--- src/rtl/dcache_flush_arbiter.sv ---
// rtl/dcache_flush_arbiter.sv - shares the DCache flush port between requesters, coalescing pending requests
module dcache_flush_arbiter #(
    parameter int NrReq         = 4,
    parameter int TimeoutCycles = 1024
) (
    input  logic             clk_i,
    input  logic             rst_i,
    input  logic [NrReq-1:0] req_i,
    output logic [NrReq-1:0] ack_o,
    output logic             err_o,
    output logic             flush_dcache_o,
    input  logic             flush_dcache_ack_i,
    input  logic             cache_busy_i,
    output logic             busy_o,
    output logic [NrReq-1:0] served_o,
    output logic             timeout_o
);

    localparam int CntWidth = (TimeoutCycles > 0) ? $clog2(TimeoutCycles + 1) : 1;

    typedef enum logic [1:0] {
        IDLE  = 2'd0,
        FLUSH = 2'd1,
        DONE  = 2'd2
    } state_e;

    state_e               state_q, state_d;
    logic [NrReq-1:0]     mask_q, mask_d;
    logic [NrReq-1:0]     ack_q;
    logic [NrReq-1:0]     eff_req;
    logic [CntWidth-1:0]  cnt_q, cnt_d;
    logic                 err_q, err_d;
    logic                 timeout_q, timeout_d;
    logic                 wd_expire;

    generate
        if (TimeoutCycles == 0) begin : g_no_wd
            assign wd_expire = 1'b0;
        end else begin : g_wd
            localparam logic [CntWidth-1:0] CntLast = CntWidth'(TimeoutCycles - 1);
            assign wd_expire = (cnt_q == CntLast);
        end
    endgenerate

    // Masking with last cycle's ack keeps a requester from being re-served
    // while it is still lowering req the cycle after its completion pulse.
    assign eff_req   = req_i & ~ack_q;
    assign busy_o    = (state_q != IDLE) | (|eff_req);
    assign served_o  = (state_q != IDLE) ? mask_q : '0;
    assign timeout_o = timeout_q;

    always_ff @(posedge clk_i) begin
        if (rst_i) begin
            state_q   <= IDLE;
            mask_q    <= '0;
            ack_q     <= '0;
            cnt_q     <= '0;
            err_q     <= 1'b0;
            timeout_q <= 1'b0;
        end else begin
            state_q   <= state_d;
            mask_q    <= mask_d;
            ack_q     <= ack_o;
            cnt_q     <= cnt_d;
            err_q     <= err_d;
            timeout_q <= timeout_d;
        end
    end

    always_comb begin
        state_d        = state_q;
        mask_d         = mask_q;
        cnt_d          = cnt_q;
        err_d          = err_q;
        timeout_d      = timeout_q;
        flush_dcache_o = 1'b0;
        ack_o          = '0;
        err_o          = 1'b0;
        case (state_q)
            IDLE: begin
                if ((|eff_req) && !cache_busy_i) begin
                    mask_d  = eff_req;
                    cnt_d   = '0;
                    state_d = FLUSH;
                end
            end
            FLUSH: begin
                flush_dcache_o = 1'b1;
                cnt_d          = cnt_q + CntWidth'(1);
                // A cache ack in the final watchdog cycle still counts as success.
                if (flush_dcache_ack_i) begin
                    err_d   = 1'b0;
                    state_d = DONE;
                end else if (wd_expire) begin
                    err_d     = 1'b1;
                    timeout_d = 1'b1;
                    state_d   = DONE;
                end
            end
            DONE: begin
                ack_o   = mask_q & req_i;
                err_o   = err_q;
                cnt_d   = '0;
                mask_d  = '0;
                state_d = IDLE;
            end
            default: state_d = IDLE;
        endcase
    end

    a_ack_only_in_done: assert property (@(posedge clk_i) disable iff (rst_i)
        (state_q != DONE) |-> (ack_o == '0));
    a_no_flush_in_idle: assert property (@(posedge clk_i) disable iff (rst_i)
        (state_q == IDLE) |-> !flush_dcache_o);
    a_ack_in_mask: assert property (@(posedge clk_i) disable iff (rst_i)
        ((ack_o & ~mask_q) == '0));

endmodule
--- config.mk ---
export PLATFORM = sky130hd
export DESIGN_NAME = dcache_flush_arbiter
export DESIGN_NICKNAME = d
export VERILOG_FILES = /design/src/rtl/dcache_flush_arbiter.sv
export SDC_FILE = /design/constraint.sdc
export NUM_CORES = 1
export LEC_CHECK = 0
export BUFFER_PORTS_ARGS = -buffer_cell sky130_fd_sc_hd__buf_2
export CAP_MARGIN = 20
export CORE_UTILIZATION = 50
export DETAILED_ROUTE_END_ITERATION = 12
export PLACE_DENSITY = 0.75
export SLEW_MARGIN = 20
export SYNTH_ARGS = -nofsm -noshare
export SYNTH_HDL_FRONTEND = slang
export SYNTH_SLANG_ARGS = --single-unit
--- constraint.sdc ---
create_clock -name clk_i -period 2.5 [get_ports clk_i]
set_input_delay 0.25 -clock clk_i [delete_from_list [all_inputs] [get_ports clk_i]]
set_output_delay 0.25 -clock clk_i [all_outputs]
set_load 0.005 [all_outputs]
==> flow_summary.ini <==
[status]
status = completed

[critical_path]
path_buf_inv = 1
cp.depth = 3
endpoint_kind = output port
r2r_slack_ns = 0.68
max_stage_delay_ns = 0.58
cpMaxStageDelayCell = dfxtp_1
path_class = register to output port
crit_family = simple AND/OR/NAND/NOR gates
worstPathArrival_ns = 1.77
crit_chain = nor2b_1, and3_1, buf_2
start_kind = register
critPathMaxFanout = 13
required_ns = 2.25
r2r_cells = 3

[floorplanning]
num_rows = 17
design.core.area_um2 = 2210
ioPinCount = 20
die_w_um = 50.6
initial_utilization_pct = 53.5
dieHeight_um = 50.6
die-area_um2 = 2560

[logic_synthesis]
synth_edf_count = 0
yosysUniqueCellTypes = 40
synth_area_leaders = dfxtp_1, nand2b_1, nand3_1, nor2b_1, nor3b_1
syn_area_per_cell_um2 = 8.57
yosys_warnings = 0
synth_nets = 147
synth.top_cell.area_share_pct = 38.9
synthCells = 138
synth_seq_cells = 23
async_reset_ff_share_pct = 0
ys.flop_type = dfxtp_1
yosysMostFrequentCell = dfxtp_1
ys_seq_area_share_pct = 38.9
synthTopCellsByCount = dfxtp_1, nand2b_1, nand3_1
yosysTopAreaCell = dfxtp_1
syn-cell-area_um2 = 1180

[global_routing]
grt_max_degree = 29
gr-total-overflow = 0
grt_first_pass_wirelength_um = 4150
grt.total_usage_pct = 21.2
grt_pass1_vias = 955
antenna_found_initial = 0

[sta]
fin_crit_sh_pct = 81.0
fin_tns_setup_ns = 0
max_freq_mhz = 494
finClkSkew_ns = 0.00635
hold_violations = 0
min_period_ns = 2.02
tightest_slew_ns = 0.597
finalSetupViolations = 0
maxSlewHeadroom_pct = 60.1
rsz0062_at_grt = no
slew_violations = 0

[clock_tree]
cts_buffer_depth = 2
cts_tree = done
cts_setup_buffers = 0
clkTransAtPathRegs_ns = 0.12
cts_root_buf = clkbuf_4
post_cts_resized = 0
cts_hold_buf = 0
clk_latency_ns = 0.31
clkSinkCount = 23
htreeDepth = 1
cts_buffers = 3

[final_layout]
synthToLayoutAreaGrowth_pct = 8.89
drive_gt1_share_pct = 17.8
nets = 162
final_area_um2 = 1290
n_antenna_cell = 0

[hold_path]
hp-class = input port to register
whs_path_depth = 2

[place]
placed_area_um2 = 1260
dp_hpwl_um = 1690
gp_congestion = 0.842
io_buffers = 19

[drt]
dr.first_iter.drc_count = 18
ant_nets = 0
drcViolationCount = 0
vias = 1043
dr.pass1.iters = 4
wl_per_cell_um = 13.3
vias_per_cell = 5.79
drt_wl_total_um = 2400

[power]
p_leak_nw = 0.472
p_per_area_nw_per_um2 = 481
vdd_drop_max_mv = 0.274

[flow_run]
maxCapViolCount = 0
## layer usage
metal  GRT usage, %  up-vias  wire, µm
li1               -      539         -
met1           26.5      481      1130
met2           36.7       21      1160
met3           2.73        2        89
met4           8.33        0        14
met5              0        -         0
## per-stage QoR
stage	worst slack (ns)	hold slack, ns	util, %	instances	total power, W
floorplan	0.976	0.347	-	138	0.000442
global placement	0.763	0.447	57.0	176	0.000456
detailed placement	0.708	0.453	57.0	176	0.000458
CTS	0.469	0.129	58.2	180	0.000629
global route	0.325	0.129	58.2	180	0.000654
finish	0.476	0.135	58.2	180	0.000619
## layout make-up
type                            count  area [µm²]
Multi-Input combinational cell    102         656
Timing Repair Buffer               19        95.1
Fill cell                         215         925
Inverter                            4        15.0
Tap cell                           28        35.0
Sequential cell                    23         460
Clock buffer                        4        26.3
## final timing paths
kind                                          from        end
worst max-delay path                    state_q[1]   ack_o[2]
worst min-delay path            flush_dcache_ack_i      err_q
worst max register to register          state_q[0]   cnt_q[6]
worst min register to register           timeout_o  timeout_o
## report_power, final
group,internal [W],switching (W)
combinational,0.0000228,0.0000393
clock,0.0000623,0.000107
sequential,0.000375,0.0000129
## cells in the final DEF (no fill, tap or decap), types with 2 or more instances in the layout
cell type / instances
and3_1: 4
a311oi_1: 3
nand4_1: 2
nand3_1: 8
o21ai_0: 6
nor3b_1: 5
nor2b_1: 6
and2_1: 5
clkbuf_4: 3
buf_2: 19
nor2_1: 6
a211oi_1: 3
inv_1: 4
nor4_1: 3
nand2_1: 7
nand2b_1: 10
o31ai_1: 4
a21oi_1: 6
nor3_1: 2
dfxtp_1: 23
o32ai_1: 2
a31oi_1: 4
## sequential cells by signal (all words and copies together) (netlist names)
name	cells
cnt_q	11
ack_q	4
mask_q	4
state_q	2
err_q	1
timeout_o	1
## kinds of logic (layout without fill, tap and decap cells)
logic type	after synthesis	count (layout)	synth area share, %
XOR/XNOR	2	2	1.48
AND/OR/NAND/NOR	66	66	33.7
AO/OA/AOI/OAI	32	32	18.3
buffers and inverters	13	27	5.61
flip-flops	23	23	38.9
adder cells (fa/ha/maj)	1	1	1.06
multiplexers	1	1	0.952
(Power assumes the default switching activity.)
